`config.mk`:
```
export PLATFORM = sky130hd
export DESIGN_NAME = conv_encoder
export DESIGN_NICKNAME = d
export VERILOG_FILES = /design/src/rtl/conv_encoder.sv
export SDC_FILE = /design/constraint.sdc
export NUM_CORES = 1
export LEC_CHECK = 0
export ABC_AREA = 0
export CAP_MARGIN = 5
export CORE_MARGIN = 2
export CORE_UTILIZATION = 55
export DETAILED_ROUTE_END_ITERATION = 8
export GPL_ROUTABILITY_DRIVEN = 0
export PLACE_DENSITY = 0.76
export SLEW_MARGIN = 20
export SYNTH_ARGS = -nofsm -noshare
export SYNTH_HDL_FRONTEND = slang
export SYNTH_SLANG_ARGS = --single-unit
```
`constraint.sdc`:
```
create_clock -name clk -period 4.95 [get_ports clk]
set_clock_uncertainty 0.2 [all_clocks]
set_input_delay 0.99 -clock clk [delete_from_list [all_inputs] [get_ports clk]]
set_output_delay 0.99 -clock clk [all_outputs]
set_load 0.05 [all_outputs]
```
`src/rtl/conv_encoder.sv`:
```
// Rate-1/2, K=4 convolutional encoder with valid/ready handshakes on both sides.
// Each frame of FRAME_LEN information bits is followed by three zero tail bits.
module conv_encoder #(
    parameter int unsigned FRAME_LEN = 1021,
    parameter logic [3:0]  G0        = 4'b1111,
    parameter logic [3:0]  G1        = 4'b1101
) (
    input  logic       clk,
    input  logic       rst,
    input  logic       enable,
    input  logic       in_valid,
    input  logic       in_bit,
    output logic       in_ready,
    output logic       out_valid,
    output logic [1:0] d_out,
    input  logic       out_ready,
    output logic       out_last
);

    localparam int unsigned CW = $clog2(FRAME_LEN + 1);
    localparam logic [CW-1:0] LAST_BIT = CW'(FRAME_LEN - 1);

    typedef enum logic [1:0] {IDLE, DATA, TAIL} state_t;

    state_t          state_q, state_d;
    logic [2:0]      s_q, s_d;
    logic [CW-1:0]   bit_cnt_q, bit_cnt_d;
    logic [1:0]      tail_cnt_q, tail_cnt_d;
    logic [1:0]      dout_q, dout_d;
    logic            last_q, last_d;
    logic            valid_q, valid_d;

    logic            slot_free, accept, tail_load, tail_done, load, u;
    logic [3:0]      v;
    logic [1:0]      sym;

    // in_ready is gated by rst so it reads 0 for the whole time reset is held
    assign slot_free = !valid_q || out_ready;
    assign in_ready  = rst && enable && slot_free && (state_q != TAIL);
    assign accept    = in_valid && in_ready;
    assign tail_load = (state_q == TAIL) && enable && slot_free;
    assign tail_done = tail_load && (tail_cnt_q == 2'd2);
    assign load      = accept || tail_load;
    assign u         = accept ? in_bit : 1'b0;
    assign v         = {u, s_q};
    assign sym       = {^(G0 & v), ^(G1 & v)};

    always_comb begin
        state_d    = state_q;
        s_d        = s_q;
        bit_cnt_d  = bit_cnt_q;
        tail_cnt_d = tail_cnt_q;
        dout_d     = dout_q;
        last_d     = last_q;
        valid_d    = valid_q;
        if (!enable) begin
            state_d    = IDLE;
            s_d        = '0;
            bit_cnt_d  = '0;
            tail_cnt_d = '0;
            dout_d     = '0;
            last_d     = 1'b0;
            valid_d    = 1'b0;
        end else begin
            if (load) begin
                s_d     = {u, s_q[2:1]};
                dout_d  = sym;
                valid_d = 1'b1;
                last_d  = tail_done;
            end else if (out_ready) begin
                valid_d = 1'b0;
            end
            case (state_q)
                IDLE: if (accept) begin
                    bit_cnt_d = CW'(1);
                    state_d   = (FRAME_LEN == 1) ? TAIL : DATA;
                end
                DATA: if (accept) begin
                    bit_cnt_d = bit_cnt_q + 1'b1;
                    if (bit_cnt_q == LAST_BIT) state_d = TAIL;
                end
                TAIL: if (tail_load) begin
                    if (tail_done) begin
                        tail_cnt_d = '0;
                        bit_cnt_d  = '0;
                        state_d    = IDLE;
                    end else begin
                        tail_cnt_d = tail_cnt_q + 1'b1;
                    end
                end
                default: state_d = IDLE;
            endcase
        end
    end

    always_ff @(posedge clk or negedge rst) begin
        if (!rst) begin
            state_q    <= IDLE;
            s_q        <= '0;
            bit_cnt_q  <= '0;
            tail_cnt_q <= '0;
            dout_q     <= '0;
            last_q     <= 1'b0;
            valid_q    <= 1'b0;
        end else begin
            state_q    <= state_d;
            s_q        <= s_d;
            bit_cnt_q  <= bit_cnt_d;
            tail_cnt_q <= tail_cnt_d;
            dout_q     <= dout_d;
            last_q     <= last_d;
            valid_q    <= valid_d;
        end
    end

    assign d_out     = dout_q;
    assign out_last  = last_q;
    assign out_valid = valid_q;

    // The zero tail must always flush the trellis back to state 0.
    a_tail_flushes: assert property (@(posedge clk) disable iff (!rst)
        (enable && state_q == TAIL && state_d == IDLE) |=> (s_q == 3'b000));

endmodule
```
[After elaboration in Yosys (flattened, before gate mapping)]
Index checks and enable logic that the tools add are counted.
Storage, ports and cells
  bits of input ports: 6
  register bits after elaboration: 21
  output and inout bits: 5
Cells by class
  reductions and logical operators: 16
  $add $sub $neg: 2
  multiplexer cells: 27
  eq/ne operators: 15
Operators with widths (number)
  $mux 10: 5
  $pmux 10 s3: 1
  $mux 2: 12
  $ne 3x3->1 const B: 5
  $add 10x1->10 const B: 1
  $eq 10x10->1 const B: 1
  $reduce_and 5->1: 2
  $reduce_xor 4->1: 2
  $logic_and 1x1->1: 7
  $mux 1: 6
  $mux 3: 2
  $ne 2x1->1 const B: 3
  $pmux 2 s3: 1
  $eq 2x2->1 const B: 2
  $ne 4x1->1 const B: 1
  $ne 3x1->1 const B: 1
  $add 2x1->2 const B: 1
  $eq 2x1->1 const B: 1
  $logic_not 2->1: 1
  $logic_or 1x1->1: 2
  $ne 2x2->1 const B: 1
  $reduce_and 2->1: 1
  $logic_not 1->1: 1

[Depth between registers and ports, before layout]
  depth after elaboration: 9
  mapped depth: 8
  depth with buffers taken out: 6

[Least setup slack after synthesis]
No wires, ideal clock.
  path kind: in2out
  start: input port out_ready
  end: output port in_ready
  data required time: 3760 ps
  slack: 1404 ps
  stages on the path: 4
  arrival: 2356 ps
  buffers on the path: 1
  cell sequence: nand2b_1 buf_2 nand2_1 nor3_1
On the way
  cells in the longest elaborated chain, start to end: 3
Ends and longest elaborated chain
  from (decl): RTL line 16  | input logic out_ready,
  $logic_or 1x1->1: RTL line 38  | assign slot_free = !valid_q || out_ready;
  $logic_and 1x1->1 (2 in a row): RTL line 39  | assign in_ready = rst && enable && slot_free && (state_q != TAIL);
  to (decl): RTL line 13  | output logic in_ready,
Every way passes these cells.

[Worst setup path in the final report]
  start: input port enable
  end: output port in_ready
On the way
  cells in the longest elaborated chain, start to end: 3
Ends and longest elaborated chain
  from (decl): RTL line 10  | input logic enable,
  $logic_and 1x1->1 (3 in a row): RTL line 39
Every way passes these cells.

==> report_table.html <==
<table>
<tr><th>Metric</th><th>Value</th></tr>
<tr><th colspan="2">Run status</th></tr>
<tr><td>Result of the run</td><td>completed</td></tr>
<tr><th colspan="2">Setup path</th></tr>
<tr><td>CP Max Fanout</td><td>12</td></tr>
<tr><td>Critical path data required time</td><td>3.76 ns</td></tr>
<tr><td>Arrival time at the worst endpoint</td><td>around 2.9 ns</td></tr>
<tr><td>Startpoint Class</td><td>input port</td></tr>
<tr><td>Category of the most critical setup path</td><td>input port to output pin</td></tr>
<tr><td>Worst-case reg-to-reg path depth</td><td>6</td></tr>
<tr><td>Kind of end point of the critical path</td><td>output pin</td></tr>
<tr><th colspan="2">Hold path</th></tr>
<tr><td>Path category of the worst min-delay check</td><td>register to register</td></tr>
<tr><td>Hold-critical path depth</td><td>2</td></tr>
<tr><th colspan="2">Die</th></tr>
<tr><td>Core Rows</td><td>17</td></tr>
<tr><td>Vertical die dimension</td><td>~53 um</td></tr>
<tr><td>Placeable core region</td><td>2250 um^2</td></tr>
<tr><td>I/O Pins</td><td>11</td></tr>
<tr><td>Initial Util</td><td>58.8%</td></tr>
<tr><td>Die boundary width</td><td>around 53 um</td></tr>
<tr><td>Total Die Area</td><td>2820 um^2</td></tr>
<tr><th colspan="2">Clocking</th></tr>
<tr><td>CTS tree</td><td>built</td></tr>
<tr><td>Cts hold-fix bufs</td><td>0</td></tr>
<tr><td>Clock slew at reported path FFs</td><td>0.11 ns</td></tr>
<tr><td>Clock latency at the later pin of the worst-skew pair</td><td>0.30 ns</td></tr>
<tr><td># resized after CTS</td><td>0</td></tr>
<tr><td>Maximum buffer depth of the clock tree</td><td>2</td></tr>
<tr><td>CTS sink count</td><td>21</td></tr>
<tr><td>Root Buffer Master</td><td>sky130_fd_sc_hd__clkbuf_4</td></tr>
<tr><td>CTS Buf Count</td><td>3</td></tr>
<tr><td>Total setup buffers inserted after CTS</td><td>0</td></tr>
<tr><td>H-Tree Depth</td><td>1</td></tr>
<tr><th colspan="2">Synth</th></tr>
<tr><td>Number of synthesis warnings</td><td>0</td></tr>
<tr><td>Number of enable flip-flop cells after synthesis</td><td>0</td></tr>
<tr><td>Part of the Yosys area used for sequential elements</td><td>39.7%</td></tr>
<tr><td>Syn avg cell area</td><td>about 9.3 um^2</td></tr>
<tr><td>Yosys cell types</td><td>43</td></tr>
<tr><td>Fraction of registers with async set or reset after synthesis</td><td>100%</td></tr>
<tr><td>Synth top area cells</td><td>sky130_fd_sc_hd__dfrtp_1 40%, sky130_fd_sc_hd__ha_1 5.7%, sky130_fd_sc_hd__nand2_1 5.1%</td></tr>
<tr><td>Leading register cell type out of synthesis</td><td>sky130_fd_sc_hd__dfrtp_1</td></tr>
<tr><td>Cell area after technology mapping</td><td>approximately 1300 um^2</td></tr>
<tr><td>Yosys reg bits</td><td>21</td></tr>
<tr><td>Library cell occupying the most area in the post-synthesis netlist</td><td>sky130_fd_sc_hd__dfrtp_1</td></tr>
<tr><td>Area fraction of the dominant cell type after synthesis</td><td>between 30 and 40%</td></tr>
<tr><td>Net count after synthesis</td><td>roughly 150</td></tr>
<tr><td>Number of instances in the synthesized netlist</td><td>between 100 and 150</td></tr>
<tr><th colspan="2">Detailed routing</th></tr>
<tr><td>Wire length reported by the detailed router</td><td>between 2000 and 3000 um</td></tr>
<tr><td>Pre-Repair DR Iteration Count</td><td>4</td></tr>
<tr><td>Number of antenna-violating nets in the routed design</td><td>0</td></tr>
<tr><td>WL per Instance</td><td>between 15 and 20 um</td></tr>
<tr><td>Remaining design rule violation count</td><td>0</td></tr>
<tr><td>Via total after detailed routing</td><td>1120</td></tr>
<tr><td>Iter 0 DRT Violations</td><td>29</td></tr>
<tr><td>Average vias per placed instance</td><td>approximately 6.3</td></tr>
<tr><th colspan="2">Power</th></tr>
<tr><td>Internal Pwr Total</td><td>0.255 mW</td></tr>
<tr><td>Sw Pwr</td><td>0.136 mW</td></tr>
<tr><td>Portion of total power attributed to the clock network</td><td>21.1%</td></tr>
<tr><td>Share of total power in combinational logic</td><td>30.3%</td></tr>
<tr><td>Power per Cell Area</td><td>between 200 and 300 nW/um^2</td></tr>
<tr><td>Flop pwr share</td><td>48.6%</td></tr>
<tr><td>Max rail drop VDD</td><td>about 0.00015 V</td></tr>
<tr><td>Switch share</td><td>roughly a third</td></tr>
<tr><td>Leakage power figure</td><td>~0.63 nW</td></tr>
<tr><th colspan="2">Global routing</th></tr>
<tr><td>Vias in the first global route</td><td>roughly 1100</td></tr>
<tr><td>Global-route wire length before repair</td><td>4900 um</td></tr>
<tr><td>Overflow after GRT</td><td>0</td></tr>
<tr><td>All-Layer GR Usage</td><td>24.0%</td></tr>
<tr><td>Maximum number of pins on one net before global-route repair</td><td>24</td></tr>
<tr><td>Number of antenna violations at the first check in global routing</td><td>0</td></tr>
<tr><th colspan="2">Cells and area</th></tr>
<tr><td>Final std cell area, no fill</td><td>1460 um^2</td></tr>
<tr><td>Most frequent standard cell in the layout excluding fill and tap cells</td><td>sky130_fd_sc_hd__dfrtp_1</td></tr>
<tr><td>Post-layout net count</td><td>162</td></tr>
<tr><td>Top library cells by usage in the layout, fill and taps aside</td><td>21 x sky130_fd_sc_hd__dfrtp_1, 18 x sky130_fd_sc_hd__nand2_1, 11 x sky130_fd_sc_hd__a21oi_1</td></tr>
<tr><td>Area overhead of the layout relative to synthesis</td><td>10.0%</td></tr>
<tr><td>Inserted Diodes</td><td>0</td></tr>
<tr><td>Final-layout fill cell count</td><td>roughly 200</td></tr>
<tr><td>Share of cells above drive strength 1</td><td>between 6 and 7%</td></tr>
<tr><th colspan="2">Placed design</th></tr>
<tr><td>Port bufs</td><td>10</td></tr>
<tr><td>Post-detail-place hpwl</td><td>slightly below 2000 um</td></tr>
<tr><td>Cell area after placement</td><td>~1400 um^2</td></tr>
<tr><th colspan="2">Timing</th></tr>
<tr><td>Count of final setup violators</td><td>0</td></tr>
<tr><td>RSZ-0062 raised after global routing</td><td>false</td></tr>
<tr><td>Time the final worst path needs with I/O delays and setup</td><td>4.05 ns</td></tr>
<tr><td>F_max</td><td>~250 MHz</td></tr>
<tr><td>Final worst-path cycle share</td><td>81.8%</td></tr>
<tr><td>Final count of hold timing violations</td><td>0</td></tr>
<tr><td>Max transition margin</td><td>roughly three fifths</td></tr>
<tr><td>Final-layout setup total negative slack</td><td>0 ns</td></tr>
<tr><td>Actual transition at the worst max-transition pin</td><td>roughly 0.59 ns</td></tr>
<tr><td>Final count of pins violating max slew</td><td>0</td></tr>
<tr><th colspan="2">Job</th></tr>
<tr><td>Number of max-capacitance violations reported</td><td>0</td></tr>
</table>
==> final cells by class <==
class / count / area [um^2] / share of cell area [%]
Multi-Input combinational cell: 106 / 733 / 50.3
Sequential cell: 21 / 526 / 36.1
Timing Repair Buffer: 12 / 115 / 7.90
Tap cell: 28 / 35.0 / 2.40
Clock buffer: 4 / 26.3 / 1.80
Inverter: 6 / 22.5 / 1.55
==> kinds of logic (layout without fill, tap and decap cells) <==
group / count (synthesis) / after routing / share of synthesized area [%]
AND/OR/NAND/NOR: 54 / 54 / 23.8
AO/OA/AOI/OAI: 40 / 40 / 20.4
flip-flops: 21 / 21 / 39.7
buffers and inverters: 15 / 22 / 5.00
adder cells (fa/ha/maj): 6 / 6 / 5.67
multiplexers: 4 / 4 / 3.12
XOR/XNOR: 2 / 2 / 2.36
==> per-layer routing <==
| metal | vias up | track usage, % | wire length, um |
|---|---|---|---|
| met5 | - | 0 | 0 |
| met4 | 0 | 8.55 | 42 |
| met3 | 5 | 3.67 | 112 |
| met2 | 24 | 37.1 | 1280 |
| met1 | 545 | 34.1 | 1330 |
| li1 | 546 | - | - |
==> power groups by stage <==
stage          clock network [mW]  logic (mW)  registers (mW)
2_1_floorplan                   0      0.0879           0.194
3_3_place_gp                    0       0.117           0.192
3_5_place_dp                    0       0.118           0.193
4_1_cts                    0.0859       0.119           0.190
5_1_grt                    0.0926       0.134           0.191
6_report                   0.0827       0.118           0.190
==> state kept, by name (all words and copies together), names as in the netlist <==
register and count:
s_q 3, bit_cnt_q 10, d_out 2, state_q 2, out_last 1, tail_cnt_q 2, out_valid 1
==> final timing paths <==
path | start | endpoint | slack (ns)
worst min-delay path | d_out[0]$_DFFE_PN0P_ | d_out[0]$_DFFE_PN0P_ | 0.32
worst max register to register | state_q[0]$_DFFE_PN0P_ | bit_cnt_q[9]$_DFFE_PN0P_ | 2.33
worst max-delay path | enable | in_ready | 0.90
max in group asynchronous | rst | bit_cnt_q[3]$_DFFE_PN0P_ | 3.44
worst min register to register | d_out[0]$_DFFE_PN0P_ | d_out[0]$_DFFE_PN0P_ | 0.32
min in group asynchronous | rst | tail_cnt_q[1]$_DFFE_PN0P_ | 0.88
==> critical path, stage by stage <==
cell                              delay (ns)
sky130_fd_sc_hd__clkdlybuf4s50_1        0.70
sky130_fd_sc_hd__clkinv_1               0.15
sky130_fd_sc_hd__nor3_1                 0.19
sky130_fd_sc_hd__clkdlybuf4s50_1        0.82
==> cell usage after synthesis (2+ instances only) <==
library cell and instances:
sky130_fd_sc_hd__a21oi_1 11, sky130_fd_sc_hd__a31oi_1 3, sky130_fd_sc_hd__a41oi_1 2, sky130_fd_sc_hd__and2_1 2, sky130_fd_sc_hd__and3_1 4, sky130_fd_sc_hd__and4_1 2
sky130_fd_sc_hd__buf_2 2, sky130_fd_sc_hd__clkbuf_1 5, sky130_fd_sc_hd__dfrtp_1 21, sky130_fd_sc_hd__ha_1 6, sky130_fd_sc_hd__inv_1 5, sky130_fd_sc_hd__mux2i_1 3
sky130_fd_sc_hd__nand2_1 18, sky130_fd_sc_hd__nand2b_1 3, sky130_fd_sc_hd__nand3_1 4, sky130_fd_sc_hd__nand4_1 3, sky130_fd_sc_hd__nand4b_1 2, sky130_fd_sc_hd__nor2_1 3
sky130_fd_sc_hd__nor3_1 2, sky130_fd_sc_hd__nor4_1 2, sky130_fd_sc_hd__o21ai_0 6, sky130_fd_sc_hd__o31ai_1 4, sky130_fd_sc_hd__o41ai_1 6, sky130_fd_sc_hd__or3_1 3
sky130_fd_sc_hd__or4_1 2
==> metrics by stage <==
| step | std cells | hold slack (ns) | power (mW) | worst slack (ns) | util [%] |
|---|---|---|---|---|---|
| after floorplan | 142 | 0.272 | 0.281 | 1.40 | - |
| after global placement | 173 | 0.298 | 0.309 | 0.906 | 63.5 |
| after detailed placement | 173 | 0.305 | 0.311 | 0.900 | 63.5 |
| after CTS | 177 | 0.330 | 0.394 | 0.896 | 64.7 |
| after global routing | 177 | 0.365 | 0.418 | 0.759 | 64.7 |
| final | 177 | 0.323 | 0.391 | 0.899 | 64.7 |
No activity file was read; power rests on OpenSTA's default activity.
